--- src/rtl/rvc_compressor_packer.sv ---
// rvc_compressor_packer
//   Streaming RV32I -> RVC compressor and fetch-word packer. Each accepted
//   32-bit instruction is replaced by its exact 16-bit RVC encoding when one
//   exists, otherwise passed through unchanged. The resulting 16/32-bit
//   parcels are packed little-endian into 32-bit words. This is the layout
//   the core's fetch/decompress path consumes.
//
// Ports
//   clk, rst_n       clock, asynchronous active-low reset
//   in_valid_i       in_instr_i is valid
//   in_ready_o       input accepted this cycle (= !out_valid_o || out_ready_i)
//   in_instr_i[31:0] RV32I instruction
//   flush_i          level request: emit a held halfword padded with c.nop
//   out_valid_o      out_word_o is valid
//   out_ready_i      consumer takes out_word_o
//   out_word_o[31:0] packed word, bits [15:0] hold the earlier parcel
//   held_o           a 16-bit parcel is pending in the hold register
//   comp_count_o     saturating count of compressed instructions
module rvc_compressor_packer (
  input  logic        clk,
  input  logic        rst_n,
  input  logic        in_valid_i,
  output logic        in_ready_o,
  input  logic [31:0] in_instr_i,
  input  logic        flush_i,
  output logic        out_valid_o,
  input  logic        out_ready_i,
  output logic [31:0] out_word_o,
  output logic        held_o,
  output logic [15:0] comp_count_o
);

  localparam logic [6:0]  OPC_OP_IMM = 7'b0010011;
  localparam logic [6:0]  OPC_OP     = 7'b0110011;
  localparam logic [6:0]  OPC_JALR   = 7'b1100111;
  localparam logic [6:0]  OPC_LOAD   = 7'b0000011;
  localparam logic [6:0]  OPC_STORE  = 7'b0100011;
  localparam logic [31:0] EBREAK     = 32'h00100073;
  localparam logic [15:0] C_NOP      = 16'h0001;

  typedef enum logic [3:0] {
    K_NONE,
    K_EBREAK,
    K_LI,
    K_ADDI,
    K_SLLI,
    K_MV,
    K_ADD,
    K_ALU,
    K_JR,
    K_JALR,
    K_LWSP,
    K_SWSP,
    K_LW,
    K_SW
  } kind_e;

  // ---------------------------------------------------------------------------
  // Instruction field extraction
  // ---------------------------------------------------------------------------
  logic [6:0]  opc;
  logic [4:0]  rd;
  logic [4:0]  rs1;
  logic [4:0]  rs2;
  logic [2:0]  f3;
  logic [6:0]  f7;
  logic [11:0] imm_i;
  logic [11:0] imm_s;
  logic        imm6_ok;
  logic        rd_c;
  logic        rs1_c;
  logic        rs2_c;

  assign opc   = in_instr_i[6:0];
  assign rd    = in_instr_i[11:7];
  assign f3    = in_instr_i[14:12];
  assign rs1   = in_instr_i[19:15];
  assign rs2   = in_instr_i[24:20];
  assign f7    = in_instr_i[31:25];
  assign imm_i = in_instr_i[31:20];
  assign imm_s = {in_instr_i[31:25], in_instr_i[11:7]};

  // I-immediate fits the 6-bit signed RVC field: bits [11:5] all equal bit 5.
  assign imm6_ok = (imm_i[11:5] == {7{imm_i[5]}});
  // Register lies in the compressed set x8..x15.
  assign rd_c  = (rd[4:3]  == 2'b01);
  assign rs1_c = (rs1[4:3] == 2'b01);
  assign rs2_c = (rs2[4:3] == 2'b01);

  // ---------------------------------------------------------------------------
  // Rule selection, in priority order
  // ---------------------------------------------------------------------------
  kind_e      kind;
  logic [1:0] alu_f2;

  always_comb begin
    kind   = K_NONE;
    alu_f2 = 2'b00;
    if (in_instr_i == EBREAK) begin
      kind = K_EBREAK;
    end else if (opc == OPC_OP_IMM && f3 == 3'b000 && rs1 == 5'd0 &&
                 rd != 5'd0 && imm6_ok) begin
      kind = K_LI;
    end else if (opc == OPC_OP_IMM && f3 == 3'b000 && rs1 == rd &&
                 rd != 5'd0 && imm_i != 12'd0 && imm6_ok) begin
      kind = K_ADDI;
    end else if (opc == OPC_OP_IMM && f3 == 3'b001 && f7 == 7'd0 &&
                 rs1 == rd && rd != 5'd0 && rs2 != 5'd0) begin
      kind = K_SLLI;
    end else if (opc == OPC_OP && f3 == 3'b000 && f7 == 7'd0 &&
                 rs1 == 5'd0 && rd != 5'd0 && rs2 != 5'd0) begin
      kind = K_MV;
    end else if (opc == OPC_OP && f3 == 3'b000 && f7 == 7'd0 &&
                 rs1 == rd && rd != 5'd0 && rs2 != 5'd0) begin
      kind = K_ADD;
    end else if (opc == OPC_OP && rs1 == rd && rd_c && rs2_c &&
                 ((f7 == 7'h20 && f3 == 3'b000) ||
                  (f7 == 7'h00 && (f3 == 3'b100 || f3 == 3'b110 || f3 == 3'b111)))) begin
      kind = K_ALU;
      unique case (f3)
        3'b100:  alu_f2 = 2'b01;
        3'b110:  alu_f2 = 2'b10;
        3'b111:  alu_f2 = 2'b11;
        default: alu_f2 = 2'b00;
      endcase
    end else if (opc == OPC_JALR && f3 == 3'b000 && imm_i == 12'd0 &&
                 rd == 5'd0 && rs1 != 5'd0) begin
      kind = K_JR;
    end else if (opc == OPC_JALR && f3 == 3'b000 && imm_i == 12'd0 &&
                 rd == 5'd1 && rs1 != 5'd0) begin
      kind = K_JALR;
    end else if (opc == OPC_LOAD && f3 == 3'b010 && rs1 == 5'd2 && rd != 5'd0 &&
                 imm_i[11:8] == 4'd0 && imm_i[1:0] == 2'b00) begin
      kind = K_LWSP;
    end else if (opc == OPC_STORE && f3 == 3'b010 && rs1 == 5'd2 &&
                 imm_s[11:8] == 4'd0 && imm_s[1:0] == 2'b00) begin
      kind = K_SWSP;
    end else if (opc == OPC_LOAD && f3 == 3'b010 && rs1_c && rd_c &&
                 imm_i[11:7] == 5'd0 && imm_i[1:0] == 2'b00) begin
      kind = K_LW;
    end else if (opc == OPC_STORE && f3 == 3'b010 && rs1_c && rs2_c &&
                 imm_s[11:7] == 5'd0 && imm_s[1:0] == 2'b00) begin
      kind = K_SW;
    end
  end

  // ---------------------------------------------------------------------------
  // RVC encoding of the selected rule
  // ---------------------------------------------------------------------------
  logic        is_c;
  logic [15:0] parcel;

  always_comb begin
    is_c   = (kind != K_NONE);
    parcel = '0;
    unique case (kind)
      K_EBREAK: parcel = 16'h9002;
      K_LI:     parcel = {3'b010, imm_i[5], rd, imm_i[4:0], 2'b01};
      K_ADDI:   parcel = {3'b000, imm_i[5], rd, imm_i[4:0], 2'b01};
      K_SLLI:   parcel = {3'b000, 1'b0, rd, rs2, 2'b10};
      K_MV:     parcel = {4'b1000, rd, rs2, 2'b10};
      K_ADD:    parcel = {4'b1001, rd, rs2, 2'b10};
      K_ALU:    parcel = {6'b100011, rd[2:0], alu_f2, rs2[2:0], 2'b01};
      K_JR:     parcel = {4'b1000, rs1, 5'd0, 2'b10};
      K_JALR:   parcel = {4'b1001, rs1, 5'd0, 2'b10};
      K_LWSP:   parcel = {3'b010, imm_i[5], rd, imm_i[4:2], imm_i[7:6], 2'b10};
      K_SWSP:   parcel = {3'b110, imm_s[5:2], imm_s[7:6], rs2, 2'b10};
      K_LW:     parcel = {3'b010, imm_i[5:3], rs1[2:0], imm_i[2], imm_i[6], rd[2:0], 2'b00};
      K_SW:     parcel = {3'b110, imm_s[5:3], rs1[2:0], imm_s[2], imm_s[6], rs2[2:0], 2'b00};
      default:  parcel = '0;
    endcase
  end

  // ---------------------------------------------------------------------------
  // Packing state and one-deep output register
  // ---------------------------------------------------------------------------
  logic        out_valid_q, out_valid_d;
  logic [31:0] out_word_q,  out_word_d;
  logic [15:0] hold_q,      hold_d;
  logic        held_q,      held_d;
  logic [15:0] comp_count_q, comp_count_d;
  logic        accept;
  logic        flush_go;

  assign in_ready_o = !out_valid_q || out_ready_i;
  assign accept     = in_valid_i && in_ready_o;
  // Flush only acts in an input-idle cycle with a free output slot; a flush
  // raised alongside in_valid_i simply stays pending.
  assign flush_go   = flush_i && !in_valid_i && held_q && in_ready_o;

  always_comb begin
    out_valid_d  = out_valid_q && !out_ready_i;
    out_word_d   = out_word_q;
    hold_d       = hold_q;
    held_d       = held_q;
    comp_count_d = comp_count_q;
    if (accept) begin
      if (is_c) begin
        if (comp_count_q != '1) begin
          comp_count_d = comp_count_q + 16'd1;
        end
        if (held_q) begin
          out_valid_d = 1'b1;
          out_word_d  = {parcel, hold_q};
          held_d      = 1'b0;
        end else begin
          hold_d = parcel;
          held_d = 1'b1;
        end
      end else if (held_q) begin
        // 32-bit instruction straddles: low half completes this word, high
        // half becomes the new pending parcel.
        out_valid_d = 1'b1;
        out_word_d  = {in_instr_i[15:0], hold_q};
        hold_d      = in_instr_i[31:16];
      end else begin
        out_valid_d = 1'b1;
        out_word_d  = in_instr_i;
      end
    end else if (flush_go) begin
      out_valid_d = 1'b1;
      out_word_d  = {C_NOP, hold_q};
      held_d      = 1'b0;
    end
  end

  always_ff @(posedge clk or negedge rst_n) begin
    if (!rst_n) begin
      out_valid_q  <= 1'b0;
      out_word_q   <= '0;
      hold_q       <= '0;
      held_q       <= 1'b0;
      comp_count_q <= '0;
    end else begin
      out_valid_q  <= out_valid_d;
      out_word_q   <= out_word_d;
      hold_q       <= hold_d;
      held_q       <= held_d;
      comp_count_q <= comp_count_d;
    end
  end

  assign out_valid_o  = out_valid_q;
  assign out_word_o   = out_word_q;
  assign held_o       = held_q;
  assign comp_count_o = comp_count_q;

endmodule

--- config.mk ---
export PLATFORM = sky130hd
export DESIGN_NAME = rvc_compressor_packer
export DESIGN_NICKNAME = d
export VERILOG_FILES = /design/src/rtl/rvc_compressor_packer.sv
export SDC_FILE = /design/constraint.sdc
export NUM_CORES = 1
export LEC_CHECK = 0
export ABC_AREA = 1
export CELL_PAD_IN_SITES_DETAIL_PLACEMENT = 1
export CELL_PAD_IN_SITES_GLOBAL_PLACEMENT = 1
export CORE_MARGIN = 1
export CORE_UTILIZATION = 40
export CTS_BUF_LIST = sky130_fd_sc_hd__clkbuf_16
export DETAILED_ROUTE_END_ITERATION = 12
export PLACE_DENSITY = 0.94
export SLEW_MARGIN = 20
export SYNTH_ARGS = -nofsm -noshare
export SYNTH_HDL_FRONTEND = slang
export SYNTH_SLANG_ARGS = --single-unit
--- constraint.sdc ---
create_clock -name clk -period 4.7 [get_ports clk]
set_input_delay 0.47 -clock clk [delete_from_list [all_inputs] [get_ports clk]]
set_output_delay 0.47 -clock clk [all_outputs]
set_load 0.005 [all_outputs]
==> run metrics <==
initial antenna violation count 0; GRT Resource Usage Total 32.9%; routed len/inst 20.2 µm; Slew Limit Headroom 34.6%; Final Setup Violations 0; most common cell after layout, fill and taps aside nand2_1; largest net degree at the start of global routing 48; width of the die 122 µm; Critical Path Source Type primary input; final net count 1024; Hold Crit Class primary input to async pin; Antenna Nets Post-Route 0; CP Class primary input to flop; Synth Register Bits 66; clock insertion delay at the later pin of the skew report 0.34 ns; setup total negative slack 0 ns; Final HPWL DP 17300 µm; htree depth 3; TritonRoute pass-1 iters 5; post-synthesis cell area 0.00574 mm²; CTS tree built; CTS root buf clkbuf_16; # Max-Cap Violations 0; first-pass GRT wire length 37200 µm; slowest cell on the critical path inv_1; Via-to-Cell Ratio 5.88; Crit path required time 4.97 ns; RSZ-0062 raised after global routing no; Max rail drop VDD 0.206 mV; total grt overflow 0; critical path capture point type flop; vias in the first global route 6894; Final Cycle Share 84.4%; Power Density 356 mW/mm²; post-synthesis sequential area ratio 28.8%; Synthesis Warnings 0; area delta synth->final 21.0%; Buf/Inv on CP 7; Mapped Avg Cell Area 6.24 µm²; fraction of layout instances using a drive strength above 1 8.09%; Post-synth top flop dfrtp_1; min setup slack post-route 0.735 ns; Synth Instances 920; cell family with the largest share of critical-path delay buffers and inverters; Remaining DRCs 0; initial DRC count 650; Post-synth EDFFs 0; slowest stage delay, CP 0.71 ns; CTS clk-pin slew, worst paths 0.05 ns; I/O pin count 88; DRT Wirelength 23600 µm; Initial Utilization 41.2%; postcts setup bufs 0; CP max FO 31; Post-synth ARST share 100%; most used cell, CP nand2_1; die area 0.0148 mm²; CTS buffer count 9; port buffer count 87; P_leak 3.47 nW; DR vias 6872; Antenna Cells 0; actual slew at the worst max-slew pin 0.981 ns; syn nets 960; final count of pins violating max slew 0; cts hold-fix bufs 0; CTS resizes 0; Max Freq 252 MHz; outcome complete, no violations; Place WS 0.528 ns; clk buf depth 2; fin crit period 3.96 ns; fin cells 1169; library cells used by synthesis 40; Core Area 0.0139 mm²; Die Y 122 µm; Worst EP arrival 4.23 ns; Inst Count DP 1153; row count 43; Fin. Hold Viols 0; CP Cell Sequence clkdlybuf4s50_1, inv_2, ha_1, nand2_1, nor2_2, inv_1, nor2_1, nand3_1, nand2_1, inv_1, nand3_1, nor2_2, nand2_2, ha_1, nor2_1, buf_4, inv_1, nand2_1, inv_1, nand2_1, nand2_1; Worst Skew 0.00666 ns; WHS 0.0875 ns; most frequent cells in the layout 318 x nand2_1, 91 x nand3_1, 86 x clkdlybuf4s50_1, 81 x nor2_1, 70 x inv_1; CTS Sinks 66; routability cong. 0.962
## synthesized netlist by cell type, types with 2 or more instances
library cell | instances | share of area [%]
nor4_1 | 4 | 0.44
nor2_2 | 10 | 1.1
a21oi_1 | 29 | 2.5
nor2_4 | 4 | 0.78
o22ai_1 | 2 | 0.22
nand3b_1 | 11 | 1.4
clkbuf_1 | 16 | 1.0
nand3_2 | 5 | 0.87
buf_6 | 11 | 2.2
o2111ai_1 | 3 | 0.46
dfrtp_1 | 66 | 29
nand2_2 | 7 | 0.76
a21o_1 | 3 | 0.39
inv_2 | 21 | 1.4
o21ai_0 | 29 | 2.5
nand3_1 | 91 | 7.9
nand2_1 | 318 | 21
xnor2_1 | 6 | 0.92
buf_4 | 3 | 0.39
nor3_1 | 21 | 1.8
nor3_4 | 3 | 0.85
nand4_1 | 65 | 7.1
nor3_2 | 2 | 0.35
xor2_1 | 11 | 1.7
nor2_1 | 82 | 5.4
buf_2 | 9 | 0.78
o211ai_1 | 2 | 0.26
ha_1 | 3 | 0.65
inv_1 | 70 | 4.6
buf_1 | 3 | 0.20
## area by class of cell
type                            count  area [µm²]
Fill cell                        1873        6990
Multi-Input combinational cell    719        3480
Sequential cell                    66        1650
Timing Repair Buffer               96         933
Inverter                           92         345
Clock buffer                        9         225
Tap cell                          180         225
Clock inverter                      7        83.8
## metal layers
| metal | GRT usage, % | share of wire, % | up-vias |
|---|---|---|---|
| met5 | 0 | 0 | - |
| met3 | 4.59 | 7.0 | 73 |
| met4 | 15.4 | 4.4 | 0 |
| li1 | - | - | 3152 |
| met2 | 54.8 | 48 | 330 |
| met1 | 41.8 | 41 | 3317 |
## worst paths after layout
kind                                 start               end  slack (ns)  depth (start not counted)
min reg2reg                      hold_q[6]         hold_q[6]        0.48                          2
max                         in_instr_i[25]     out_word_o[0]        0.74                         21
min in group clk                 hold_q[6]         hold_q[6]        0.48                          2
min                                  rst_n     out_word_o[5]        0.09                          1
max reg2reg                comp_count_o[0]  comp_count_o[11]        2.15                          8
max in group asynchronous            rst_n     out_word_o[8]        3.62                          2
## stage by stage
stage	instance area (µm²)	util, %	total power [W]
3_5_place_dp	6630	47.6	0.00174
5_1_grt	6940	49.8	0.00261
2_1_floorplan	5740	-	0.00127
4_1_cts	6940	49.8	0.00247
3_3_place_gp	6630	47.6	0.00169
6_report	6940	49.8	0.00247
## sequential cells by signal, summed over array words and instances, names as in the netlist
name	flops
held_o	1
hold_q	16
out_word_o	32
comp_count_o	16
out_valid_o	1
## kinds of logic (layout without fill, tap and decap cells)
kind of cell / count (synthesis) / in the layout / share of synthesized area, %
flip-flops: 66 / 66 / 28.8
adder cells (fa/ha/maj): 3 / 3 / 0.654
XOR/XNOR: 17 / 17 / 2.59
AO/OA/AOI/OAI: 71 / 71 / 6.74
buffers and inverters: 135 / 204 / 10.7
AND/OR/NAND/NOR: 628 / 628 / 50.6
## power breakdown
group / switching (W) / leakage [nW] / internal [W] / total (W)
Sequential: 0.000111 / 0.844 / 0.000744 / 0.000854
Clock: 0.000250 / 0.148 / 0.000457 / 0.000707
Combinational: 0.000507 / 2.48 / 0.000399 / 0.000906
Total: 0.000868 / 3.47 / 0.00160 / 0.00247
Note: power is estimated with default switching activity, not from simulation.
